File: config.mk
export PLATFORM = sky130hd
export DESIGN_NAME = module_keypad_scan
export DESIGN_NICKNAME = d
export VERILOG_FILES = /design/src/rtl/keypad_pkg.sv /design/src/rtl/module_sync2.sv /design/src/rtl/module_keypad_scan.sv
export SDC_FILE = /design/constraint.sdc
export NUM_CORES = 1
export LEC_CHECK = 0
export ABC_AREA = 1
export BUFFER_PORTS_ARGS = -buffer_cell sky130_fd_sc_hd__clkbuf_2
export CELL_PAD_IN_SITES_DETAIL_PLACEMENT = 1
export CELL_PAD_IN_SITES_GLOBAL_PLACEMENT = 1
export CORE_UTILIZATION = 38
export CTS_CLUSTER_DIAMETER = 40
export DETAILED_ROUTE_END_ITERATION = 8
export HOLD_SLACK_MARGIN = 0.15
export PLACE_DENSITY = 0.7
export SYNTH_ARGS = -nofsm -noshare
export SYNTH_HDL_FRONTEND = slang
export SYNTH_SLANG_ARGS = --single-unit
File: constraint.sdc
create_clock -name clk -period 1.7 [get_ports clk]
set_clock_uncertainty 0.15 [all_clocks]
set_input_delay 0.17 -clock clk [delete_from_list [all_inputs] [get_ports clk]]
set_output_delay 0.17 -clock clk [all_outputs]
set_load 0.02 [all_outputs]
File: src/rtl/keypad_pkg.sv
// Shared types and helpers for the 4x4 keypad scanner.
// Row drive is active-low one-hot; key codes are {row, col}.
package keypad_pkg;

  typedef enum logic [1:0] {
    SCAN,
    DEBOUNCE,
    HELD,
    RELEASE
  } state_t;

  localparam int ROWS = 4;
  localparam int COLS = 4;

  typedef logic [3:0] key_code_t;
  typedef logic [1:0] idx_t;

  function automatic logic [ROWS-1:0] row_drive(input idx_t idx);
    return ~(ROWS'(1) << idx);
  endfunction

endpackage

File: src/rtl/module_sync2.sv
// Two-flop synchroniser for asynchronous inputs.
// The reset value lets pulled-up lines start idle.
module module_sync2 #(
  parameter int           W       = 1,
  parameter logic [W-1:0] RST_VAL = '0
) (
  input  logic         clk,
  input  logic         rst,
  input  logic [W-1:0] d,
  output logic [W-1:0] q
);

  logic [W-1:0] meta;

  always_ff @(posedge clk or posedge rst) begin
    if (rst) begin
      meta <= RST_VAL;
      q    <= RST_VAL;
    end else begin
      meta <= d;
      q    <= meta;
    end
  end

endmodule

File: src/rtl/module_keypad_scan.sv
// 4x4 active-low keypad scanner with press/release debounce.
// Decisions happen only on the synced clk_div rising-edge tick.
module module_keypad_scan
  import keypad_pkg::*;
#(
  parameter int DEBOUNCE_TICKS = 4
) (
  input  logic            clk,
  input  logic            rst,
  input  logic            clk_div,
  input  logic [COLS-1:0] col_in,
  output logic [ROWS-1:0] row_out,
  output key_code_t       key_code,
  output logic            key_valid,
  output logic            key_held
);

  localparam logic [3:0] DB_FULL = 4'(DEBOUNCE_TICKS);
  localparam logic [3:0] DB_LAST = 4'(DEBOUNCE_TICKS - 1);

  logic            div_s;
  logic            div_prev;
  logic            tick;
  logic [COLS-1:0] col_s;

  module_sync2 #(
    .W       (1),
    .RST_VAL (1'b0)
  ) u_sync_div (
    .clk (clk),
    .rst (rst),
    .d   (clk_div),
    .q   (div_s)
  );

  module_sync2 #(
    .W       (COLS),
    .RST_VAL ({COLS{1'b1}})
  ) u_sync_col (
    .clk (clk),
    .rst (rst),
    .d   (col_in),
    .q   (col_s)
  );

  always_ff @(posedge clk or posedge rst) begin
    if (rst) begin
      div_prev <= 1'b0;
      tick     <= 1'b0;
    end else begin
      div_prev <= div_s;
      tick     <= div_s & ~div_prev;
    end
  end

  // Column decode: single / none / invalid
  logic [COLS-1:0] low;
  logic            rd_single;
  logic            rd_none;
  idx_t            rd_idx;

  always_comb begin
    low       = ~col_s;
    rd_single = 1'b1;
    rd_none   = 1'b0;
    rd_idx    = 2'd0;
    unique case (low)
      4'b0001: rd_idx = 2'd0;
      4'b0010: rd_idx = 2'd1;
      4'b0100: rd_idx = 2'd2;
      4'b1000: rd_idx = 2'd3;
      default: begin
        rd_single = 1'b0;
        rd_none   = (low == '0);
      end
    endcase
  end

  state_t     state, state_n;
  logic [3:0] cnt, cnt_n;
  idx_t       row_idx, row_n;
  idx_t       col_idx, col_n;
  key_code_t  code_q, code_n;
  logic       valid_q, valid_n;

  always_ff @(posedge clk or posedge rst) begin
    if (rst) begin
      state   <= SCAN;
      cnt     <= '0;
      row_idx <= '0;
      col_idx <= '0;
      code_q  <= '0;
      valid_q <= 1'b0;
    end else begin
      state   <= state_n;
      cnt     <= cnt_n;
      row_idx <= row_n;
      col_idx <= col_n;
      code_q  <= code_n;
      valid_q <= valid_n;
    end
  end

  always_comb begin
    state_n = state;
    cnt_n   = cnt;
    row_n   = row_idx;
    col_n   = col_idx;
    code_n  = code_q;
    valid_n = 1'b0;
    if (tick) begin
      unique case (state)
        SCAN: begin
          if (rd_single) begin
            col_n   = rd_idx;
            cnt_n   = 4'd1;
            state_n = DEBOUNCE;
          end else begin
            row_n = row_idx + 2'd1;
          end
        end
        DEBOUNCE: begin
          if (rd_single && rd_idx == col_idx) begin
            if (cnt >= DB_LAST) begin
              cnt_n   = DB_FULL;
              code_n  = {row_idx, col_idx};
              valid_n = 1'b1;
              state_n = HELD;
            end else begin
              cnt_n = cnt + 4'd1;
            end
          end else begin
            cnt_n   = '0;
            row_n   = row_idx + 2'd1;
            state_n = SCAN;
          end
        end
        HELD: begin
          if (rd_none) begin
            cnt_n   = 4'd1;
            state_n = RELEASE;
          end
        end
        RELEASE: begin
          if (rd_none) begin
            if (cnt >= DB_LAST) begin
              cnt_n   = '0;
              row_n   = row_idx + 2'd1;
              state_n = SCAN;
            end else begin
              cnt_n = cnt + 4'd1;
            end
          end else begin
            cnt_n   = '0;
            state_n = HELD;
          end
        end
        default: state_n = SCAN;
      endcase
    end
  end

  always_comb begin
    row_out   = row_drive(row_idx);
    key_code  = code_q;
    key_valid = valid_q;
    key_held  = (state == HELD) || (state == RELEASE);
  end

endmodule
# Word-level counts from Yosys, hierarchy flattened
# Cells that the tools add are included.
# totals
reg_bits,27
out_inout_bits,10
elab_cells,73
# op_classes
add_sub_neg,2
magnitude_cmp,1
eq_ne,16
shift,1
mux,26
bitwise,4
n_reduce_logical,11
# ops
operator,count
$mux 4,6
$mux 2,10
$pmux 4 s4,1
$ne 2x2->1 const B,6
$pmux 2 s3,2
$not 4->4,2
$pmux 2 s4,1
$mux 1,6
$ne 3x3->1 const B,2
$reduce_and 3->1,2
$reduce_and 6->1,1
$reduce_and 5->1,1
$add 4x1->4 const B,1
$eq 2x2->1 const B,2
$eq 4x1->1 const B,1
$eq 4x2->1 const B,1
$eq 4x3->1 const B,1
$eq 4x4->1 const B,1
$ge 4x2->1 const B,1
$logic_not 4->1,1
$reduce_and 4->1,1
$reduce_or 4->1,1
$shl 1x2->4 const A,1
$reduce_bool 3->1,1
other kinds (8),8

# Longest topological paths before layout
# Gate-level depths: netlist of the first run.
# logic_depth
depth_word,8
mapped_depth,12
mapped_depth_nobuf,12

# By module
# From an unflattened synthesis of the first run, not the netlist that was laid out.
# hier_totals
hier_cells,139
hier_area_um2,1229.9
# by_module_without_submodules
mod,n_inst,cells_per_inst,area_per_inst_um2
module_keypad_scan,1,127,962.2
module_sync2 (u_sync_col),1,9,214.0
module_sync2 (u_sync_div),1,3,53.8

# Worst setup path before layout of the first run
# Ideal clock, no wire load.
# synth_path
path_type,flip-flop to flip-flop
start,reg u_sync_col.q[1]
end,reg code_q[3] (netlist: key_code[3])
setup_ps,117
t_arrival_ps,1367
t_required_ps,1433
setup_slack_ps,67
stages_incl_launch_ff,12
path_buffers,0
synth_period_minus_slack_ps,1633
cell_sequence,dfstp_2 -> nand2_2 -> inv_2 -> nand3_2 -> nand2_1 -> nand2_2 -> nor2_4 -> nand2_4 -> nor2_1 -> nand2_1 -> nand2_1 -> nand2_1
# synth_between
elab_chain_cells,6
# synth_rtl
element,line,text
from (decl),module_sync2.sv:10,output logic [W-1:0] q
from (signal assigned),module_sync2.sv:21,q <= meta;
$not 4->4 *,module_keypad_scan.sv:63,low = ~col_s;
"$eq 4x4->1, or another cell as far along",module_keypad_scan.sv:67,unique case (low)
$pmux 2 s3 or $reduce_or 4->1 (tied branches),--,
$eq 2x2->1 or $mux 1 (tied branches),"module_keypad_scan.sv:123, module_keypad_scan.sv:67",
$logic_and 1x1->1 *,module_keypad_scan.sv:123,if (rd_single && rd_idx == col_idx) begin
$reduce_and 4->1 (no line) *,--,
to (signal assigned),module_keypad_scan.sv:99,code_q <= code_n;
to (decl),module_keypad_scan.sv:83,"key_code_t code_q, code_n;"
# Every way passes the cells marked *; elsewhere a longest branch is shown, timed or not.
# A chain may end at the register's enable or synchronous reset.

# Worst setup path after layout of the first run
# layout_path
start,reg u_sync_col.q[2]
end,reg row_idx[0]
# layout_between
elab_chain_cells,7
# layout_rtl
element,line,text
$not 4->4 *,module_keypad_scan.sv:63,
"$eq 4x4->1, or another cell as far along",module_keypad_scan.sv:67,
$pmux 2 s3 or $reduce_or 4->1 (tied branches),--,
$eq 2x2->1 or $mux 1 (tied branches),"module_keypad_scan.sv:123, module_keypad_scan.sv:67",
$logic_and 1x1->1,module_keypad_scan.sv:123,
$ne 2x2->1 (no line),--,
$reduce_and 6->1 (no line) *,--,
to (signal assigned),module_keypad_scan.sv:97,row_idx <= row_n;
to (decl),module_keypad_scan.sv:81,"idx_t row_idx, row_n;"
# Marked as above.

==> reports/metrics.yaml, run 1 <==
status: "complete, but fails checks"
violations: "negative setup slack"
syn_nets: 159
fp-row-count: 20
critPathRequiredTime_ns: 1.82
hold_viol_final: 0
yosysWarnings: 0
root_buffer: "clkbuf_4"
port_buffers: 16
worst_slack_ns: -0.136
rsz0062_at_grt: "true"
irDropWorstVdd_mv: 0.735
synthCells: 147
drt_iter0_markers: 17
wl_mm: 3.00
antenna_left: 0
tightest_slew_ns: 0.341
start_util_pct: 41.2
via_count: 1071
grt_max_degree: 28
clockBufferDepth: 2
syn_area_per_cell_um2: 8.84
placed_area_um2: 1470
cts.sinks: 27
relSlewSlack_pct: 77.2
syn_area_um2: 1300
hold-path-cell-count: 0
die-area_um2: 3660
seq_area_frac_synth_pct: 52.7
area.growth.synth_to_final_pct: 36.1
n_antenna_cell: 0
num-nets-final: 198
ys_types: 24
die_y_um: 60.5
register_area_um2: 686
max_cap_viol_count: 0
ys_ff_latch: 27
layout_min_cycle_time_ns: 1.84
remaining_drc_errors: 0
first_global_vias: 1160
fmax_ghz: 0.545
finalCritPeriodShare_pct: 108
drive_gt1_share_pct: 44.3
setup_viol: 12
ios: 17
reg2regPathDepth: 9
core_area_um2: 3150
h-tree-depth: 1
cp-start-kind: "register"
min_path_type: "register to register"
post-route-util_pct: 56.1
clock_latency_ns: 0.35
clk_pin_slew_ns: 0.17
dp_hpwl_mm: 2.07
viasPerCell: 4.68
grt_overflow_total: 0
arrival_ns: 1.96
multi_input_area_um2: 636
cts_tree: "built"
numCtsBuffers: 3
antenna_found_initial: 0
first_pass_iters: 4
critPathMaxFanout: 4
drv_slew: 0
worstSetupPathType: "register to register"
p_per_area_nw_per_um2: 1100
die_w_um: 60.5
fillers: 374
detail_route.wl_per_cell_um: 13.1
grt_pass1_wl_mm: 5.15
power.leakage_nw: 0.916
grt_use_total_pct: 19.1
gp_congestion: 0.838
worstSetupEndpointType: "register"
stdcell_area_um2: 1770
-- cell families after synthesis --
logic type	count (synthesis)	share of synthesized area (%)
buffers and inverters	28	8.47
AOI/OAI and AO/OA	6	2.50
and+or+nand+nor	80	30.8
xor gates and xnor gates	1	0.674
adders and majority gates	5	4.81
DFF	27	52.7
-- layout by cell type (no fill, tap or decap), types with 2 or more instances in the layout --
| cell type | n |
|---|---|
| clkbuf_2 | 16 |
| dfstp_2 | 8 |
| inv_2 | 4 |
| nand2_1 | 34 |
| nand3_2 | 4 |
| o21ai_1 | 2 |
| nand2_2 | 11 |
| nand3_4 | 2 |
| nand3_1 | 4 |
| clkbuf_4 | 3 |
| dlygate4sd3_1 | 6 |
| nand2_4 | 5 |
| inv_1 | 20 |
| nor2_1 | 5 |
| nor2_2 | 4 |
| inv_6 | 2 |
| ha_1 | 5 |
| buf_4 | 12 |
| inv_4 | 2 |
| o21ai_0 | 2 |
| dfrtp_1 | 19 |
| nor2_4 | 3 |
| nand4_1 | 3 |
-- cell type report --
type	instances	area share, %
timing repair buffer	35	14.1
clock buffer	3	1.27
multi-input combinational	92	35.9
clock inverter	1	0.495
sequential	27	38.8
tap	44	3.11
inverter	27	6.29
-- cell usage after synthesis --
library cell,instances,area (µm²)
nand2_4,2,22.5
nor2_4,2,22.5
nand3b_4,1,20.0
xor2_1,1,8.76
nor2_1,10,37.5
nor3_1,1,5.00
inv_2,4,15.0
dfrtp_1,19,475
dfstp_2,8,210
nand2_2,4,25.0
nand4_1,3,18.8
or2_1,1,6.26
nor3_4,1,16.3
o21ai_0,4,20.0
inv_1,22,82.6
inv_6,1,8.76
nand2_1,44,165
ha_1,5,62.6
nor4_1,1,6.26
nand3_1,9,45.0
o21a_1,1,7.51
nand3_2,1,10.0
clkbuf_1,1,3.75
a21oi_1,1,5.00
-- repair_timing --
action / in CTS / in global routing
hold buffers: 6 / 0
cloned: 0 / 0
pin swaps: 9 / 6
resized for setup: 15 / 22
setup endpoints to repair: 11 / 17
hold endpoints to repair: 32 / 0
buffers inserted: 4 / 4
-- worst paths after layout --
| path | from | end | slack [ns] |
|---|---|---|---|
| worst min-delay path | u_sync_col.meta[2]$_DFF_PP1_ | u_sync_col.q[2]$_DFF_PP1_ | 0.22 |
| worst max-delay path | u_sync_col.q[2]$_DFF_PP1_ | row_idx[0]$_DFFE_PP0P_ | -0.14 |
| max in group asynchronous | rst | u_sync_col.q[0]$_DFF_PP1_ | 0.86 |
| min in group asynchronous | rst | u_sync_div.q$_DFF_PP0_ | 0.23 |
| worst min register to register | u_sync_col.meta[2]$_DFF_PP1_ | u_sync_col.q[2]$_DFF_PP1_ | 0.22 |
| worst max register to register | u_sync_col.q[2]$_DFF_PP1_ | row_idx[0]$_DFFE_PP0P_ | -0.14 |
-- report_power, final --
| group | internal (mW) | switching (mW) | total [mW] |
|---|---|---|---|
| sequential | 0.737 | 0.108 | 0.845 |
| combinational | 0.323 | 0.471 | 0.794 |
| clock | 0.0963 | 0.217 | 0.313 |
| total | 1.16 | 0.795 | 1.95 |
-- worst max-delay path, cell delays in order, from the launching register on --
cell,delay [ns]
dfstp_2,0.63
nand2_4,0.09
nand3b_4,0.17
nand2_4,0.09
inv_6,0.05
nor2_4,0.12
nand2_4,0.10
buf_12,0.13
nand3_4,0.10
xor2_2,0.15
-- flip-flops by register name (all words and copies together) (netlist names), 2 cells and up --
| register | flops |
|---|---|
| state | 2 |
| u_sync_col.q | 4 |
| cnt | 4 |
| key_code | 4 |
| col_idx | 2 |
| u_sync_col.meta | 4 |
| row_idx | 2 |
-- metal layers --
metal / GRT usage, % / wire, µm / vias up
met1: 23.2 / 1240 / 535
met3: 2.56 / 61 / 4
met2: 34.7 / 1660 / 15
met4: 6.82 / 36 / 0
met5: 0 / 0 / -
li1: - / - / 517
-- through the flow --
| step | setup TNS (ns) | power, mW | instances | hold WS [ns] | worst slack [ns] |
|---|---|---|---|---|---|
| floorplan | 0 | 1.26 | 147 | 0.0245 | 0.0667 |
| detailed placement | -0.710 | 1.44 | 211 | 0.0983 | -0.0978 |
| finish | -1.00 | 1.95 | 229 | 0.220 | -0.136 |
| global placement | -0.119 | 1.41 | 211 | 0.0700 | -0.0282 |
| global route | -2.18 | 2.09 | 229 | 0.228 | -0.227 |
| CTS | -0.685 | 1.82 | 225 | 0.219 | -0.100 |
(Power assumes the default switching activity.)
==> run 2, diff against run 1 <==
--- a/config.mk
+++ b/config.mk
@@ -13,7 +13,7 @@
 export CTS_CLUSTER_DIAMETER = 40
 export DETAILED_ROUTE_END_ITERATION = 8
 export HOLD_SLACK_MARGIN = 0.15
-export PLACE_DENSITY = 0.7
+export PLACE_DENSITY_LB_ADDON = 0.1
 export SYNTH_ARGS = -nofsm -noshare
 export SYNTH_HDL_FRONTEND = slang
 export SYNTH_SLANG_ARGS = --single-unit
==> run 2 against run 1 <==
  * The flow still finishes with violations (negative setup slack)
  * Sequential power rose by 0.8%
  * Core utilization decreased by 3.7 points
  * Worst setup slack improved by 0.056 ns
  * Global-route usage is 0.25 points higher
  * Design area shrank 6.6%
  * Total power shrank 7.8%
  * Count of clock-buffer cells in the layout is the same
  * Final cell count fell by 2.2%
  * Register-to-register slack better by 0.06 ns
  * Critical path depth is 1 higher
  * Critical endpoint is now key_code[0]$_DFFE_PP0P_
==> reports/metrics.yaml, run 2 (synthesized netlist as in run 1, its figures left out) <==
drive_gt1_share_pct: 36.7  # -7.7 points
p_clk_share_pct: 16.5  # +0.5 points
rsz0062_at_grt: "true"
antenna_found_initial: 0  # unchanged
status: "complete, but fails checks"
cp-start-kind: "register"
crit_top_cell: "nand2_2"
rr_startpoint: "u_sync_col.q[3]$_DFF_PP1_"
dp_hpwl_mm: 2.12  # +2.6%
die_w_um: 60.5  # unchanged
grt_overflow_total: 0  # unchanged
die_y_um: 60.5  # unchanged
min-delay-start: "u_sync_col.meta[3]$_DFF_PP1_"
grt_max_degree: 28  # unchanged
start_util_pct: 41.2  # unchanged
grt_use_total_pct: 19.4  # +0.25 points
finalSetupTns_ns: -0.390  # +0.609 ns
setup_viol: 11  # -1
grt_pass1_wl_mm: 5.14  # -0.27%
worst_slack_ns: -0.0805  # +0.0558 ns
critPathMaxFanout: 5  # +1
numCtsBuffers: 3  # unchanged
violations: "negative setup slack"
layout_min_cycle_time_ns: 1.78  # -0.0558 ns
hold-path-endpoint: "u_sync_col.q[3]$_DFF_PP1_"
layout_commonest_cell: "nand2_1"
reg2regPathDepth: 10  # +1
placed_area_um2: 1480  # +0.51%
worstSetupEndpointType: "register"
finalCritPeriodShare_pct: 105  # -3.3 points
root_buffer: "clkbuf_4"
fmax_ghz: 0.562  # +3.1%
core_area_um2: 3150  # unchanged
via_count: 1027  # -4.1%
tightest_slew_ns: 0.337  # -0.00379 ns
layout_common_cells: "nand2_1 (37), inv_1 (21), dfrtp_1 (18), clkbuf_2 (16), nand2_2 (10)"
antenna_left: 0  # unchanged
remaining_drc_errors: 0  # unchanged
pwr-share-comb_pct: 36.1  # -4.6 points
arrival_ns: 1.91  # -0.05 ns
n_antenna_cell: 0  # unchanged
path_cells: "inv_2 > nand2_2 > nand3_4 > nand2_2 > nand2_2 > nor2_4 > nand2_4 > nor3_4 > nand2_1 > nand2_1"
crit_family: "simple AND/OR/NAND/NOR gates"
drv_slew: 0  # unchanged
regToRegSetupSlack_ns: -0.08  # +0.06 ns
sw_frac_of_total_pct: 39.9  # -0.82 points
num-nets-final: 193  # -2.5%
worstSetupPathType: "register to register"
first_global_vias: 1145  # -1.3%
fp-row-count: 20  # unchanged
critPathRequiredTime_ns: 1.83  # about the same
timing.rr.end: "key_code[0]$_DFFE_PP0P_"
clk_pin_slew_ns: 0.15  # -0.02 ns
slowest_delay_ns: 0.60  # -0.03 ns
max_cap_viol_count: 0  # unchanged
area.growth.synth_to_final_pct: 27.0
hold_viol_final: 0  # unchanged
p_per_area_nw_per_um2: 1090  # -1.3%
h-tree-depth: 1  # unchanged
relSlewSlack_pct: 77.5  # +0.25 points
viasPerCell: 4.58  # -2.0%
wl_mm: 2.84  # -5.4%
port_buffers: 16  # unchanged
cp_slowest_cell: "dfstp_2"
clock_latency_ns: 0.33  # -0.02 ns
p_sw_uw: 718  # -9.7%
stdcell_area_um2: 1650  # -6.6%
p_int_mw: 1.08  # -6.6%
hold-path-cell-count: 0  # unchanged
power.leakage_nw: 0.868  # -5.3%
min_path_type: "register to register"
dp_slack_ns: -0.117  # -0.0189 ns
critPathBufInv: 1  # -1
gp_congestion: 0.813  # -2.9%
die-area_um2: 3660  # unchanged
ios: 17  # unchanged
cts.sinks: 27  # unchanged
first_pass_iters: 3  # -1
pwr-share-seq_pct: 47.3  # +4.0 points
irDropWorstVdd_mv: 0.605  # -18%
drt_iter0_markers: 11  # -6
detail_route.wl_per_cell_um: 12.7  # -3.3%
cts_tree: "built"
clockBufferDepth: 2  # unchanged
run 2: changes by cell type in the layout (fill, tap and decap cells not counted), sizes merged:
| cell | previous run | this run |
|---|---|---|
| buf | 13 | 8 |
run 2: area by class of cell:
class / instances / area [µm²]
clock buffer: 3 / 22.5
multi-input combinational: 92 / 569
timing repair buffer: 30 / 200
clock inverter: 1 / 8.76
inverter: 27 / 109
tap: 44 / 55.1
fill: 382 / 1500
sequential: 27 / 687
run 2: metal layers:
| layer | vias up | wire, µm | global-route usage, % |
|---|---|---|---|
| li1 | 513 | - | - |
| met5 | - | 0 | 0 |
| met4 | 0 | 19 | 7.14 |
| met3 | 2 | 45 | 2.35 |
| met1 | 502 | 1240 | 23.7 |
| met2 | 10 | 1530 | 35.0 |
run 2: power by group through the flow:
stage | Sequential [mW] | Combinational, mW | Clock, mW
2_1_floorplan | 0.820 | 0.438 | 0
3_3_place_gp | 0.842 | 0.579 | 0
3_5_place_dp | 0.851 | 0.598 | 0
4_1_cts | 0.844 | 0.622 | 0.313
5_1_grt | 0.870 | 0.740 | 0.335
6_report | 0.852 | 0.650 | 0.297
run 2: what timing repair did:
item,in CTS,in global routing
endpoints found under the hold margin,32,0
setup endpoints to repair,13,17
hold buffers,6,0
resized for setup,4,15
setup buffers,1,1
pin swaps,6,3
run 2: worst max-delay path by stage:
stage	start	depth (start not counted)	slack, ns	end
after floorplan	u_sync_col.q[1]$_DFF_PP1_	11	0.07	key_code[3]$_DFFE_PP0P_
after global placement	u_sync_col.q[1]$_DFF_PP1_	10	-0.03	key_code[0]$_DFFE_PP0P_
after detailed placement	u_sync_col.q[1]$_DFF_PP1_	11	-0.12	key_code[0]$_DFFE_PP0P_
after CTS	u_sync_col.q[3]$_DFF_PP1_	11	-0.12	key_code[0]$_DFFE_PP0P_
after global routing	u_sync_col.q[3]$_DFF_PP1_	10	-0.20	key_code[0]$_DFFE_PP0P_
final	u_sync_col.q[3]$_DFF_PP1_	10	-0.08	key_code[0]$_DFFE_PP0P_
run 2: stage by stage:
step,power (mW),util [%],cells,hold WS [ns]
5_1_grt,1.95,52.4,224,0.226
3_3_place_gp,1.42,46.8,212,0.0702
4_1_cts,1.78,50.6,223,0.220
3_5_place_dp,1.45,46.8,212,0.0823
2_1_floorplan,1.26,-,147,0.0245
6_report,1.80,52.4,224,0.218
==> run 3, diff against run 2 <==
--- a/config.mk
+++ b/config.mk
@@ -14,6 +14,7 @@
 export DETAILED_ROUTE_END_ITERATION = 8
 export HOLD_SLACK_MARGIN = 0.15
 export PLACE_DENSITY_LB_ADDON = 0.1
+export SKIP_CTS_REPAIR_TIMING = 1
 export SYNTH_ARGS = -nofsm -noshare
 export SYNTH_HDL_FRONTEND = slang
 export SYNTH_SLANG_ARGS = --single-unit
==> run 3 against run 2 <==
  * The flow still finishes with violations (negative setup slack)
  * Hold slack is essentially flat
  * Critical endpoint unchanged
  * Total power is essentially flat
  * Worst setup slack lost 0.024 ns
  * Combinational power is essentially flat
  * Sequential power is essentially flat
  * Final cell count shrank 0.45%
  * Non-clock buffer count shrank 1
  * Count of clock-buffer cells in the layout is the same
  * Largest cell class unchanged
  * Critical path type unchanged
  * Maximum frequency shrank 1.3%
  * Routed wire length shrank 2.3%
==> reports/metrics.yaml, run 3 (synthesized netlist as in run 1, its figures left out) <==
layout_common_cells: "nand2_1 (36), inv_1 (21), dfrtp_1 (18), clkbuf_2 (16), nand2_2 (11)"
clockBufferDepth: 2  # unchanged
wl_mm: 2.77  # -2.3%
root_buffer: "clkbuf_4"
tightest_slew_ns: 0.341  # +0.00365 ns
grt_overflow_total: 0  # unchanged
clock_latency_ns: 0.33  # about the same
critPathMaxFanout: 5  # unchanged
critPathRequiredTime_ns: 1.83  # about the same
port_buffers: 16  # unchanged
cp-start-kind: "register"
worstSetupEndpointType: "register"
first_pass_iters: 4  # +1
layout_commonest_cell: "nand2_1"
ios: 17  # unchanged
via_count: 1036  # +0.88%
grt_pass1_wl_mm: 4.76  # -7.4%
antenna_left: 0  # unchanged
num-nets-final: 192  # -0.52%
fmax_ghz: 0.554  # -1.3%
fp-row-count: 20  # unchanged
first_global_vias: 1085  # -5.2%
stdcell_area_um2: 1640  # -0.45%
die-area_um2: 3660  # unchanged
finalPower_mw: 1.80  # about the same
layout_min_cycle_time_ns: 1.80  # +0.0243 ns
arrival_ns: 1.93  # +0.02 ns
relSlewSlack_pct: 77.3  # -0.24 points
gp_congestion: 0.813  # unchanged
post-route-util_pct: 52.1  # -0.24 points
clk_pin_slew_ns: 0.15  # about the same
detail_route.wl_per_cell_um: 12.4  # -1.9%
remaining_drc_errors: 0  # unchanged
violations: "negative setup slack"
path_cells: "nand2_4 > inv_2 > nand3_4 > nand2_2 > nand2_2 > nor2_4 > nand2_4 > nor3_4 > nand2_1 > nand2_1"
grt_max_degree: 28  # unchanged
core_area_um2: 3150  # unchanged
worst_slack_ns: -0.105  # -0.0243 ns
status: "complete, but fails checks"
numCtsBuffers: 3  # unchanged
cp_slowest_cell: "dfstp_2"
start_util_pct: 41.2  # unchanged
cts_tree: "built"
grt_use_total_pct: 17.9  # -1.5 points
cts.sinks: 27  # unchanged
finalCritPeriodShare_pct: 106  # +1.4 points
drt_iter0_markers: 10  # -1
dp_hpwl_mm: 2.12  # unchanged
slowest_delay_ns: 0.61  # about the same
hold_viol_final: 0  # unchanged
die_y_um: 60.5  # unchanged
die_w_um: 60.5  # unchanged
critPathLaunch: "u_sync_col.q[1]$_DFF_PP1_"
area.growth.synth_to_final_pct: 26.5
drive_gt1_share_pct: 36.9  # +0.20 points
rr_startpoint: "u_sync_col.q[1]$_DFF_PP1_"
crit_family: "simple AND/OR/NAND/NOR gates"
p_per_area_nw_per_um2: 1090  # +0.49%
max_cap_viol_count: 0  # unchanged
drv_slew: 0  # unchanged
h-tree-depth: 1  # unchanged
min_path_type: "register to register"
critPathBufInv: 1  # unchanged
setup_viol: 10  # -1
worstSetupPathType: "register to register"
irDropWorstVdd_mv: 0.605  # about the same
placed_area_um2: 1480  # unchanged
rsz0062_at_grt: "true"
power.leakage_nw: 0.863  # -0.53%
antenna_found_initial: 0  # unchanged
n_antenna_cell: 0  # unchanged
viasPerCell: 4.65  # +1.3%
min-delay-start: "u_sync_col.meta[3]$_DFF_PP1_"
[run 3: area by class of cell]
type	instances	area, µm²
Tap cell	44	55.1
Inverter	27	106
Sequential cell	27	687
Timing Repair Buffer	29	193
Clock buffer	3	22.5
Fill cell	380	1510
Clock inverter	1	8.76
Multi-Input combinational cell	92	572
[run 3: final timing paths]
kind | endpoint | slack (ns) | cells after the start
setup / recovery | key_code[0]$_DFFE_PP0P_ | -0.10 | 10
hold / removal | u_sync_col.q[3]$_DFF_PP1_ | 0.22 | 0
setup reg to reg | key_code[0]$_DFFE_PP0P_ | -0.10 | 10
hold reg to reg | u_sync_col.q[3]$_DFF_PP1_ | 0.22 | 0
max in group asynchronous | u_sync_col.q[1]$_DFF_PP1_ | 0.84 | 4
min in group asynchronous | u_sync_div.meta$_DFF_PP0_ | 0.26 | 4
[run 3: per-layer routing]
metal	global-route usage [%]	routed length [µm]	share of wire [%]	up-vias
met3	1.92	61	2.2	2
met1	21.9	1220	44	511
met4	6.82	19	0.69	0
met2	32.5	1480	53	12
li1	-	-	-	511
met5	0	0	0	-
[run 3: power breakdown]
group | internal, mW | switching, mW
registers | 0.739 | 0.113
clock network | 0.0960 | 0.204
logic | 0.248 | 0.399
[run 3: metrics by stage]
step | hold WS (ns) | TNS (ns) | std cells | setup WS [ns]
floorplan | 0.0245 | 0 | 147 | 0.0667
global placement | 0.0702 | -0.121 | 212 | -0.0315
detailed placement | 0.0823 | -0.807 | 212 | -0.117
CTS | -0.300 | -1.19 | 216 | -0.138
global route | 0.226 | -1.95 | 223 | -0.205
finish | 0.218 | -0.469 | 223 | -0.105
